$ cat config.mk
export PLATFORM = sky130hd
export DESIGN_NAME = vmem_fill
export DESIGN_NICKNAME = d
export VERILOG_FILES = /design/src/rtl/vmem_fill.sv
export SDC_FILE = /design/constraint.sdc
export NUM_CORES = 1
export LEC_CHECK = 0
export CORE_MARGIN = 3
export CORE_UTILIZATION = 45
export DETAILED_ROUTE_END_ITERATION = 12
export PLACE_DENSITY_LB_ADDON = 0.25
export SKIP_LAST_GASP = 1
export SLEW_MARGIN = 10
export SYNTH_ARGS = -nofsm -noshare
export SYNTH_HDL_FRONTEND = slang
export SYNTH_SLANG_ARGS = --single-unit
$ cat constraint.sdc
create_clock -name clk -period 3.3 [get_ports clk]
set_clock_uncertainty 0.2 [all_clocks]
set_input_delay 0.33 -clock clk [delete_from_list [all_inputs] [get_ports clk]]
set_output_delay 0.33 -clock clk [all_outputs]
set_load 0.02 [all_outputs]
$ cat src/rtl/vmem_fill.sv
// vmem_fill: rectangle fill engine feeding the vmem write port.
// Accepts one fill command at a time, clips it to the visible area and
// emits one pixel write per cycle in raster order, holding on wr_stall.
module vmem_fill #(
    parameter int H_RES   = 640,
    parameter int V_RES   = 480,
    parameter int COLOR_W = 24
) (
    input  logic               clk,
    input  logic               rst,
    input  logic               cmd_valid,
    output logic               cmd_ready,
    input  logic [9:0]         cmd_x,
    input  logic [8:0]         cmd_y,
    input  logic [9:0]         cmd_w,
    input  logic [8:0]         cmd_h,
    input  logic [COLOR_W-1:0] cmd_color,
    input  logic               wr_stall,
    output logic               wr_en,
    output logic [9:0]         wr_h_addr,
    output logic [8:0]         wr_v_addr,
    output logic [COLOR_W-1:0] wr_data,
    output logic               busy,
    output logic               done
);

    typedef enum logic [1:0] {
        IDLE,
        CLIP,
        FILL,
        DONE
    } state_t;

    localparam logic [10:0] X_LIM = 11'(H_RES);
    localparam logic [9:0]  Y_LIM = 10'(V_RES);

    state_t state;
    state_t state_next;

    logic [9:0]         x_q;
    logic [8:0]         y_q;
    logic [9:0]         w_q;
    logic [8:0]         h_q;
    logic [COLOR_W-1:0] color_q;
    logic [10:0]        x_end;
    logic [9:0]         y_end;
    logic [9:0]         cur_x;
    logic [8:0]         cur_y;

    logic [10:0] sum_x;
    logic [9:0]  sum_y;
    logic [10:0] clip_x_end;
    logic [9:0]  clip_y_end;
    logic        degenerate;
    logic [9:0]  next_x;
    logic [8:0]  next_y;
    logic        row_last;
    logic        rect_last;

    // Clip arithmetic is done one bit wider than the inputs so x+w and
    // y+h can never wrap; the pixel cursor never exceeds the clipped end.
    always_comb begin
        sum_x      = {1'b0, x_q} + {1'b0, w_q};
        sum_y      = {1'b0, y_q} + {1'b0, h_q};
        clip_x_end = (sum_x > X_LIM) ? X_LIM : sum_x;
        clip_y_end = (sum_y > Y_LIM) ? Y_LIM : sum_y;
        degenerate = (w_q == 10'd0) || (h_q == 9'd0) ||
                     ({1'b0, x_q} >= X_LIM) || ({1'b0, y_q} >= Y_LIM);
        next_x     = cur_x + 10'd1;
        next_y     = cur_y + 9'd1;
        row_last   = ({1'b0, next_x} == x_end);
        rect_last  = row_last && ({1'b0, next_y} == y_end);
    end

    // State register.
    always_ff @(posedge clk) begin
        if (!rst) begin
            state <= IDLE;
        end else begin
            state <= state_next;
        end
    end

    // Next-state and handshake/status outputs decoded from the current state.
    always_comb begin
        state_next = state;
        cmd_ready  = 1'b0;
        busy       = 1'b1;
        done       = 1'b0;
        wr_en      = 1'b0;
        case (state)
            IDLE: begin
                cmd_ready = 1'b1;
                busy      = 1'b0;
                if (cmd_valid) begin
                    state_next = CLIP;
                end
            end
            CLIP: begin
                state_next = degenerate ? DONE : FILL;
            end
            FILL: begin
                wr_en = !wr_stall;
                if (!wr_stall && rect_last) begin
                    state_next = DONE;
                end
            end
            DONE: begin
                done       = 1'b1;
                state_next = IDLE;
            end
            default: begin
                state_next = IDLE;
            end
        endcase
    end

    // Command capture, clip results and the raster cursor; everything holds on stall.
    always_ff @(posedge clk) begin
        if (!rst) begin
            x_q     <= '0;
            y_q     <= '0;
            w_q     <= '0;
            h_q     <= '0;
            color_q <= '0;
            x_end   <= '0;
            y_end   <= '0;
            cur_x   <= '0;
            cur_y   <= '0;
        end else begin
            case (state)
                IDLE: begin
                    if (cmd_valid) begin
                        x_q     <= cmd_x;
                        y_q     <= cmd_y;
                        w_q     <= cmd_w;
                        h_q     <= cmd_h;
                        color_q <= cmd_color;
                    end
                end
                CLIP: begin
                    x_end <= clip_x_end;
                    y_end <= clip_y_end;
                    cur_x <= x_q;
                    cur_y <= y_q;
                end
                FILL: begin
                    if (!wr_stall) begin
                        if (row_last) begin
                            cur_x <= x_q;
                            cur_y <= next_y;
                        end else begin
                            cur_x <= next_x;
                        end
                    end
                end
                default: begin
                end
            endcase
        end
    end

    assign wr_h_addr = cur_x;
    assign wr_v_addr = cur_y;
    assign wr_data   = color_q;

endmodule

==> results of run 1 <==
## layer usage
layer,vias to the layer above,GRT usage (%)
li1,2792,-
met1,2592,30.3
met2,190,35.5
met3,16,7.89
met4,0,5.36
met5,-,0
## power groups by stage
stage	combinational [mW]	sequential, mW	clock, mW
floorplan	1.58	1.90	0
global placement	2.39	1.87	0
detailed placement	2.44	1.89	0
CTS	2.45	1.86	1.10
global route	2.70	1.91	1.15
finish	2.46	1.87	1.08
## worst paths after layout
| path | start | endpoint | slack, ns | depth (start not counted) |
|---|---|---|---|---|
| hold / removal | wr_data[22]$_SDFFE_PN0P_ | wr_data[22]$_SDFFE_PN0P_ | 0.25 | 2 |
| setup / recovery | x_q[0]$_SDFFE_PN0P_ | x_end[6]$_SDFFE_PN0P_ | 0.27 | 10 |
| setup reg to reg | x_q[0]$_SDFFE_PN0P_ | x_end[6]$_SDFFE_PN0P_ | 0.27 | 10 |
| hold reg to reg | wr_data[22]$_SDFFE_PN0P_ | wr_data[22]$_SDFFE_PN0P_ | 0.25 | 2 |
## cell type report
| type | count | area (sq um) | share of cell area [%] |
|---|---|---|---|
| tap | 168 | 210 | 2.89 |
| sequential | 104 | 2080 | 28.7 |
| inverter | 17 | 63.8 | 0.878 |
| multi-input combinational | 557 | 3380 | 46.5 |
| clock buffer | 10 | 229 | 3.15 |
| timing repair buffer | 128 | 1240 | 17.1 |
| clock inverter | 6 | 65.1 | 0.895 |
## Yosys cell counts (6+ instances only)
cell	count	share of area, %
a21oi_1	88	7.7
a22o_1	7	1.1
a22oi_1	8	1.1
a31oi_1	15	1.6
and3_1	10	1.1
clkbuf_1	33	2.2
dfxtp_1	104	36
ha_1	25	5.5
inv_1	16	1.1
nand2_1	147	9.7
nand2b_1	6	0.66
nand3_1	29	2.5
nand4_1	8	0.88
nor2_1	26	1.7
nor3_1	21	1.8
nor4_1	12	1.3
o21ai_0	26	2.3
xnor2_1	22	3.4
xor2_1	17	2.6
## flip-flops by register name, indices dropped and copies added, names as in the netlist
signal / flops
h_q: 9
state: 2
w_q: 10
wr_data: 24
wr_h_addr: 10
wr_v_addr: 9
x_end: 11
x_q: 10
y_end: 10
y_q: 9
## per-stage QoR
stage	worst slack, ns	instance area [sq um]	total power [mW]	std cells
after global placement	0.379	6970	4.26	974
after detailed placement	0.332	6970	4.32	974
final	0.268	7270	5.40	990
after global routing	0.0760	7270	5.76	990
after CTS	0.309	7270	5.41	990
after floorplan	0.378	5710	3.48	722
## cells by family (layout without fill, tap and decap cells)
logic type / Yosys count / count (layout) / share of synthesized area [%]
XOR/XNOR: 39 / 39 / 5.99
multiplexers: 5 / 5 / 0.921
AND/OR/NAND/NOR: 286 / 286 / 23.5
buffers and inverters: 61 / 161 / 4.43
flip-flops: 104 / 104 / 36.5
AO/OA/AOI/OAI: 200 / 200 / 22.5
adder cells (fa/ha/maj): 27 / 27 / 6.18
## worst reg2reg max path, delay by kind of cell (launching register included)
family,cells,cell delay [ns]
adder cells (fa/ha/maj),2,0.57
buffers and inverters,1,0.06
AO/OA/AOI/OAI,5,1.23
multiplexers,1,0.34
flip-flops,1,0.38
AND/OR/NAND/NOR,1,0.16
==> out/results.tsv, run 1 <==
stage	metric	value	unit
floorplanning	core_area	12200	sq um
global_route	grt_max_degree	63	
floorplanning	die_w	119	microns
power_and_ir_drop	swShare	41.7	%
power_and_ir_drop	p_comb_share	45.5	%
clock_network	root_buffer	clkbuf_16	
layout	layout_commonest_cell	nand2_1	
routing	wl	16.0	mm
routing	vias_per_cell	5.65	
critical_path	crit_type	flip-flop to flip-flop	
routing	vias	5590	
global_route	grt_pass1_vias	5395	
critical_path	crit_top_cell	a22o_1	
critical_path	cp-end-kind	flip-flop	
timing	min_period_over_period	91.9	%
routing	wl_met3	1.29	mm
clock_network	postCtsResizedCells	0	
critical_path	path_buf_inv	1	
synthesis	yosysSeqAreaShare	36.5	%
place	dp_hpwl	12.0	mm
timing	max_slew_margin	17.9	%
timing	hold_violations	0	
critical_path	cp_data_arrival_time	3.07	ns
layout	layout_common_cells	146 x nand2_1, 112 x clkdlybuf4s50_1, 104 x dfxtp_1, 88 x a21oi_1, 29 x nand3_1	
global_route	grt_overflow	0	
power_and_ir_drop	ir_worst_vdd	433	uV
synthesis	syn_area	5710	sq um
floorplanning	io_pins	113	
synthesis	synth-seq-cells	104	
floorplanning	die_h	119	microns
clock_network	cts_tree	done	
power_and_ir_drop	clkPwrFrac	20.0	%
synthesis	synth.avg_cell_area	7.90	sq um
critical_path	critPathSlowestCell	fa_1	
critical_path	crit_path_max_incr_delay	0.39	ns
floorplanning	num_rows	40	
synthesis	syn_nets	815	
clock_network	cts_buffers	9	
timing	max_freq	330	MHz
critical_path	crit_family	compound AO/OA/AOI/OAI gates	
synthesis	synth_edf_count	0	
clock_network	cts_sinks	104	
run_status	status	completed	
critical_path	cp_max_fo	5	
routing	drt_iter0_drc	463	
global_route	antenna_found_initial	0	
worst_hold_path	hp-class	flip-flop to flip-flop	
critical_path	start_kind	flip-flop	
floorplanning	dieArea	14100	sq um
clock_network	clk_latency	0.35	ns
clock_network	clkSlewWorstSetupHoldPaths	0.07	ns
clock_network	cts_setup_buffers	0	
layout	diodes	0	
floorplanning	start_util	46.7	%
synthesis	yosys.cell_types.count	69	
synthesis	syn-instance-count	722	
routing	top_layer_used	met4	
critical_path	cp.required	3.34	ns
clock_network	clockBufferDepth	2	
routing	wl_met2	7.06	mm
power_and_ir_drop	power_density	743	nW/um^2
synthesis	ys_warn_count	0	
power_and_ir_drop	p_seq_share	34.6	%
routing	drc	0	
layout	synthToLayoutAreaGrowth	27.3	%
run	drv_cap	0	
critical_path	path_cells	ha_1, inv_1, fa_1, nand2b_1, a21boi_0, o21ai_0, a22o_1, mux2_2, a32o_1, a22o_1	
timing	grt_setup_unrepaired	no	
timing	finalSetupTns	0	ns
layout	utilization	59.5	%
routing	final_antenna_net_count	0	
global_route	grt_pass1_wl	26.5	mm
layout	layout.nets	910	
place	place_congestion	0.917	
layout	fillers	1152	
synthesis	synth_ff_type	dfxtp_1	
timing	finalCriticalPeriod	3.03	ns
timing	finalSetupViolations	0	
layout	drive_gt1_share	5.72	%
clock_network	htreeDepth	3	
clock_network	cts_hold_buffers	0	
power_and_ir_drop	power.switching	2.25	mW
routing	wl_met1	7.50	mm
power_and_ir_drop	p_leak	2.67	nW
global_route	grt.total_usage	22.8	%
power_and_ir_drop	p_int	3.15	mW
routing	drtPass1Iterations	5	
timing	slew_violations	0	
place	port-buffer-count	112	
timing	worst_slew_pin_slew	1.23	ns
routing	wl_per_cell	16.2	microns
synthesis	synthArstFlopShare	0	%
timing	hold_slack	0.253	ns
(Power assumes the default switching activity.)
==> run 2: changes to the inputs <==
--- a/config.mk
+++ b/config.mk
@@ -5,10 +5,12 @@
 export SDC_FILE = /design/constraint.sdc
 export NUM_CORES = 1
 export LEC_CHECK = 0
+export CORE_ASPECT_RATIO = 1.1
 export CORE_MARGIN = 3
 export CORE_UTILIZATION = 45
 export DETAILED_ROUTE_END_ITERATION = 12
 export PLACE_DENSITY_LB_ADDON = 0.25
+export SKIP_CTS_REPAIR_TIMING = 1
 export SKIP_LAST_GASP = 1
 export SLEW_MARGIN = 10
 export SYNTH_ARGS = -nofsm -noshare
==> run 2 against run 1 <==
  * Global-route usage barely moved
  * Sequential cell count did not move
  * Register-to-register slack got worse by 0.04 ns
  * Via count rose by 0.27%
  * Sequential power barely moved
  * Sequential share of layout area fell by 0.059 points
  * Count of clock-buffer cells in the layout did not move
  * Fmax fell by 1.2%
  * Largest power group unchanged
  * First-iteration DRC count fell by 13%
  * Die area barely moved
  * Cell area rose by 0.21%
  * Critical endpoint is now wr_h_addr[8]$_SDFFE_PN0P_
  * Total power rose by 1.6%
==> out/results.tsv, run 2 (synthesized netlist as in run 1, its figures left out) <==
stage	metric	value	unit	change
floorplanning	start_util	46.8	%	was 46.7%
critical_path	r2r_cells	9		was 10
critical_path	r2r-start	wr_h_addr[1]$_SDFFE_PN0P_		was x_q[0]$_SDFFE_PN0P_
routing	final_antenna_net_count	0		unchanged
timing	finalCriticalPeriod	3.07	ns	was 3.03 ns
global_route	grt_overflow	0		unchanged
clock_network	clkSlewWorstSetupHoldPaths	0.07	ns	about the same
critical_path	cp-end-kind	flip-flop		unchanged
clock_network	root_buffer	clkbuf_16		unchanged
clock_network	cts_buffers	9		unchanged
critical_path	path_cells	ha_1, nand3_1, nor3_1, o221ai_2, or4_1, buf_4, and2_1, a31oi_1, a21oi_1		was ha_1, inv_1, fa_1, nand2b_1, a21boi_0, o21ai_0, a22o_1, mux2_2, a32o_1, a22o_1
timing	slew_violations	0		unchanged
critical_path	r2r_end	wr_h_addr[8]$_SDFFE_PN0P_		was x_end[6]$_SDFFE_PN0P_
timing	min_period_over_period	93.0	%	was 91.9%
routing	drtPass1Iterations	5		unchanged
power_and_ir_drop	power_density	753	nW/um^2	was 743 nW/um^2
critical_path	cp_max_fo	18		was 5
place	port-buffer-count	112		unchanged
place	dp_hpwl	11.9	mm	was 12.0 mm
layout	drive_gt1_share	5.61	%	was 5.72%
routing	vias_per_cell	5.75		was 5.65
power_and_ir_drop	ir_worst_vdd	372	uV	was 433 uV
floorplanning	num_rows	42		was 40
global_route	grt_pass1_vias	5279		was 5,395
critical_path	startpoint	wr_h_addr[1]$_SDFFE_PN0P_		was x_q[0]$_SDFFE_PN0P_
critical_path	critPathSlowestCell	or4_1		was fa_1
floorplanning	die_h	124	microns	was 119 microns
routing	vias	5605		was 5,590
floorplanning	dieArea	14100	sq um	about the same
floorplanning	io_pins	113		unchanged
layout	utilization	59.7	%	was 59.5%
timing	hold_slack	0.258	ns	was 0.253 ns
timing	max_slew_margin	26.1	%	was 17.9%
global_route	grt_pass1_wl	25.7	mm	was 26.5 mm
timing	worst_slew_pin_slew	1.11	ns	was 1.23 ns
critical_path	crit_type	flip-flop to flip-flop		unchanged
run_status	status	completed		unchanged
global_route	grt.total_usage	22.8	%	about the same
routing	drt_iter0_drc	403		was 463
layout	synthToLayoutAreaGrowth	27.6	%	was 27.3%
critical_path	cp.depth	9		was 10
clock_network	clk_latency	0.35	ns	about the same
routing	wl	15.8	mm	was 16.0 mm
timing	grt_setup_unrepaired	no		unchanged
layout	largest_register_ffs	24		unchanged
critical_path	start_kind	flip-flop		unchanged
routing	drc	0		unchanged
timing	finalSetupTns	0	ns	unchanged
place	place_congestion	0.953		was 0.917
run	drv_cap	0		unchanged
clock_network	clockBufferDepth	2		unchanged
critical_path	cp.required	3.30	ns	was 3.34 ns
clock_network	htreeDepth	3		unchanged
layout	layout.nets	908		was 910
clock_network	cts_sinks	104		unchanged
layout	layout_common_cells	146 x nand2_1, 112 x clkdlybuf4s50_1, 104 x dfxtp_1, 88 x a21oi_1, 29 x nand3_1		unchanged
critical_path	cp_data_arrival_time	3.07	ns	about the same
timing	finalSetupViolations	0		unchanged
critical_path	path_buf_inv	1		unchanged
layout	diodes	0		unchanged
floorplanning	die_w	113	microns	was 119 microns
critical_path	cp-endpoint	wr_h_addr[8]$_SDFFE_PN0P_		was x_end[6]$_SDFFE_PN0P_
worst_hold_path	hp-class	flip-flop to flip-flop		unchanged
layout	layout_commonest_cell	nand2_1		unchanged
place	post-place-ws	0.292	ns	was 0.332 ns
critical_path	crit_path_max_incr_delay	0.49	ns	was 0.39 ns
timing	max_freq	326	MHz	was 330 MHz
clock_network	cts_tree	done		unchanged
timing	hold_violations	0		unchanged
power_and_ir_drop	p_leak	2.67	nW	about the same
global_route	antenna_found_initial	0		unchanged
routing	wl_per_cell	16.2	microns	about the same
global_route	grt_max_degree	74		was 63
timing	setup_slack	0.231	ns	was 0.268 ns
critical_path	rrSetupSlack	0.23	ns	was 0.27 ns
floorplanning	core_area	12200	sq um	about the same
critical_path	crit_family	simple AND/OR/NAND/NOR gates		was compound AO/OA/AOI/OAI gates
[run 2: layer usage]
metal	track usage [%]	up-vias	share of wire, %
li1	-	2795	-
met1	29.2	2561	43
met2	35.6	217	45
met3	7.19	32	9.3
met4	9.54	0	3.0
met5	0	-	0
[run 2: area by class of cell]
| type | count | area [sq um] |
|---|---|---|
| fill | 1110 | 4910 |
| multi-input combinational | 557 | 3380 |
| sequential | 104 | 2080 |
| timing repair buffer | 126 | 1240 |
| clock buffer | 10 | 229 |
| tap | 154 | 193 |
| clock inverter | 6 | 92.6 |
| inverter | 17 | 63.8 |
[run 2: how the worst min path moves through the flow]
stage,from,to,slack (ns),cells past startpoint
after floorplan,y_q[0]$_SDFFE_PN0P_,wr_v_addr[0]$_SDFFE_PN0P_,0.25,2
after global placement,wr_data[22]$_SDFFE_PN0P_,wr_data[22]$_SDFFE_PN0P_,0.24,2
after detailed placement,wr_data[13]$_SDFFE_PN0P_,wr_data[13]$_SDFFE_PN0P_,0.25,2
after CTS,wr_data[13]$_SDFFE_PN0P_,wr_data[13]$_SDFFE_PN0P_,0.26,2
after global routing,wr_data[17]$_SDFFE_PN0P_,wr_data[17]$_SDFFE_PN0P_,0.27,2
final,wr_data[6]$_SDFFE_PN0P_,wr_data[6]$_SDFFE_PN0P_,0.26,2
[run 2: power by group]
part | switching [mW] | total (mW) | internal, mW
clock network | 0.492 | 1.16 | 0.669
logic | 1.45 | 2.47 | 1.03
registers | 0.313 | 1.85 | 1.54
total | 2.25 | 5.49 | 3.24
[run 2: worst reg2reg max path: cells and delay by family, from the launching register on]
family / cells / cell delay, ns
flip-flops: 1 / 0.34
AND/OR/NAND/NOR: 4 / 1.30
AO/OA/AOI/OAI: 3 / 0.51
buffers and inverters: 1 / 0.23
adder cells (fa/ha/maj): 1 / 0.33
[run 2: per-stage QoR]
stage	area (sq um)	power, mW	std cells
after floorplan	5710	3.48	722
after global placement	6950	4.29	958
after detailed placement	6950	4.33	958
after CTS	7270	5.50	974
after global routing	7280	5.86	974
final	7280	5.49	974
==> run 3: changes to the inputs <==
--- a/config.mk
+++ b/config.mk
@@ -10,6 +10,7 @@
 export CORE_UTILIZATION = 45
 export DETAILED_ROUTE_END_ITERATION = 12
 export PLACE_DENSITY_LB_ADDON = 0.25
+export REMOVE_ABC_BUFFERS = 1
 export SKIP_CTS_REPAIR_TIMING = 1
 export SKIP_LAST_GASP = 1
 export SLEW_MARGIN = 10
==> run 3 against run 2 <==
  * Setup slack gained 0.052 ns
  * Non-clock buffer count grew 3
  * Count of clock-buffer cells in the layout grew 1
  * Register-to-register slack gained 0.05 ns
  * Die area is the same
  * Sequential power is essentially flat
  * Global-route usage shrank 0.90 points
  * Clock power is essentially flat
  * Total power is essentially flat
  * Utilization grew 0.21 points
  * First-iteration DRC count shrank 24%
  * Hold slack lost 0.0050 ns
  * Critical path type unchanged
  * Critical endpoint is now x_end[6]$_SDFFE_PN0P_
  * Largest cell class unchanged
==> out/results.tsv, run 3 (synthesized netlist as in run 1, its figures left out) <==
stage	metric	value	unit	change
routing	drt_iter0_drc	305		was 403
timing	finalSetupViolations	0		unchanged
routing	wl	15.6	mm	was 15.8 mm
routing	wl_per_cell	15.9	microns	was 16.2 microns
floorplanning	io_pins	113		unchanged
clock_network	clockBufferDepth	2		unchanged
layout	final-seq-area	2080	sq um	unchanged
global_route	grt_max_degree	54		was 74
global_route	grt_overflow	0		unchanged
timing	slew_violations	0		unchanged
global_route	antenna_found_initial	0		unchanged
clock_network	htreeDepth	3		unchanged
floorplanning	num_rows	42		unchanged
global_route	grt.total_usage	21.9	%	was 22.8%
timing	hold_violations	0		unchanged
clock_network	cts_sinks	104		unchanged
power_and_ir_drop	power.switching	2.22	mW	was 2.25 mW
power_and_ir_drop	power_density	751	nW/um^2	was 753 nW/um^2
routing	final_antenna_net_count	0		unchanged
timing	max_slew_margin	23.4	%	was 26.1%
worst_hold_path	hp-class	flip-flop to flip-flop		unchanged
layout	layout_commonest_cell	nand2_1		unchanged
layout	synthToLayoutAreaGrowth	28.0	%	was 27.6%
critical_path	cp_max_fo	5		was 18
power_and_ir_drop	ir_worst_vdd	429	uV	was 372 uV
global_route	grt_pass1_vias	5302		was 5,279
power_and_ir_drop	swShare	40.4	%	was 41.0%
timing	worst_slew_pin_slew	1.14	ns	was 1.11 ns
floorplanning	die_h	124	microns	unchanged
power_and_ir_drop	p_leak	2.69	nW	was 2.67 nW
layout	diodes	0		unchanged
floorplanning	start_util	46.8	%	unchanged
critical_path	cp-end-kind	flip-flop		unchanged
timing	min_period_over_period	91.4	%	was 93.0%
routing	vias_per_cell	5.74		was 5.75
global_route	grt_pass1_wl	25.1	mm	was 25.7 mm
floorplanning	dieArea	14100	sq um	unchanged
run_status	status	completed		unchanged
place	dp_hpwl	11.7	mm	was 11.9 mm
clock_network	clk_latency	0.34	ns	was 0.35 ns
clock_network	root_buffer	clkbuf_16		unchanged
routing	drc	0		unchanged
routing	drtPass1Iterations	5		unchanged
run	drv_cap	0		unchanged
timing	grt_setup_unrepaired	no		unchanged
layout	drive_gt1_share	5.96	%	was 5.61%
power_and_ir_drop	power	5.48	mW	was 5.49 mW
layout	fillers	1139		was 1,110
power_and_ir_drop	p_seq_share	33.8	%	about the same
critical_path	rrSetupSlack	0.28	ns	was 0.23 ns
timing	finalSetupTns	0	ns	unchanged
place	place_congestion	0.939		was 0.953
floorplanning	core_area	12200	sq um	unchanged
layout	largest_register_ffs	24		unchanged
timing	setup_slack	0.283	ns	was 0.231 ns
timing	max_freq	331	MHz	was 326 MHz
floorplanning	die_w	113	microns	unchanged
critical_path	cp.required	3.34	ns	was 3.30 ns
critical_path	start_kind	flip-flop		unchanged
power_and_ir_drop	clkPwrFrac	20.9	%	was 21.2%
timing	finalCriticalPeriod	3.02	ns	was 3.07 ns
place	post-place-ws	0.0988	ns	was 0.292 ns
place	port-buffer-count	112		unchanged
critical_path	cp_data_arrival_time	3.05	ns	was 3.07 ns
clock_network	cts_buffers	9		unchanged
power_and_ir_drop	p_comb_share	45.4	%	was 45.1%
power_and_ir_drop	p_int	3.27	mW	was 3.24 mW
layout	layout.nets	911		was 908
layout	multi_input_area	3390	sq um	was 3380 sq um
critical_path	crit_type	flip-flop to flip-flop		unchanged
clock_network	clkSlewWorstSetupHoldPaths	0.07	ns	about the same
routing	vias	5604		was 5,605
layout	layout_common_cells	146 x nand2_1, 112 x clkdlybuf4s50_1, 104 x dfxtp_1, 88 x a21oi_1, 29 x nand3_1		unchanged
clock_network	cts_tree	done		unchanged
## run 3: cell types whose count changed in the layout (fill, tap and decap cells not counted), sizes merged
| cell | previous run | this run |
|---|---|---|
| buf | 14 | 17 |
| clkinvlp | 2 | 0 |
| clkbuf | 10 | 11 |
## run 3: final timing paths
| kind | start | to | depth (start not counted) |
|---|---|---|---|
| setup reg to reg | x_q[0]$_SDFFE_PN0P_ | x_end[6]$_SDFFE_PN0P_ | 10 |
| hold reg to reg | wr_data[6]$_SDFFE_PN0P_ | wr_data[6]$_SDFFE_PN0P_ | 2 |
| hold / removal | wr_data[6]$_SDFFE_PN0P_ | wr_data[6]$_SDFFE_PN0P_ | 2 |
| setup / recovery | x_q[0]$_SDFFE_PN0P_ | x_end[6]$_SDFFE_PN0P_ | 10 |
## run 3: power by group through the flow
stage / clock, mW / combinational, mW / sequential [mW]
global route: 1.22 / 2.73 / 1.89
CTS: 1.17 / 2.47 / 1.85
detailed placement: 0 / 2.45 / 1.87
floorplan: 0 / 1.46 / 1.93
global placement: 0 / 2.39 / 1.86
finish: 1.14 / 2.49 / 1.85
## run 3: per-layer routing
metal  GRT usage, %  part of all wire [%]  vias to the layer above  wire [microns]
met3           4.91                   6.7                       33            1050
met5              0                     0                        -               0
met1           26.9                    44                     2602            6780
li1               -                     -                     2788               -
met4           9.47                   2.2                        0             337
met2           36.9                    47                      181            7380
## run 3: per-stage QoR
step	cells	utilization [%]	hold slack (ns)	cell area, sq um
CTS	976	59.8	0.257	7300
global placement	961	57.2	0.242	6980
floorplan	678	-	0.249	5520
finish	976	59.9	0.253	7310
detailed placement	961	57.2	0.247	6980
global route	976	59.9	0.272	7310
## run 3: cell type report
cell class	instances	area share, %
multi-input combinational	557	46.4
sequential	104	28.5
tap	154	2.64
clock buffer	11	3.32
clock inverter	4	1.06
inverter	17	0.873
timing repair buffer	129	17.3
## run 3: worst max-delay path, stage by stage (launching register included)
cell and delay [ns]:
dfxtp_1 0.40, ha_1 0.20, inv_1 0.06, fa_1 0.39, nand2b_1 0.17, a21boi_1 0.22, o21ai_0 0.16, a22o_1 0.28
mux2_2 0.34, a32o_1 0.29, a22o_1 0.20
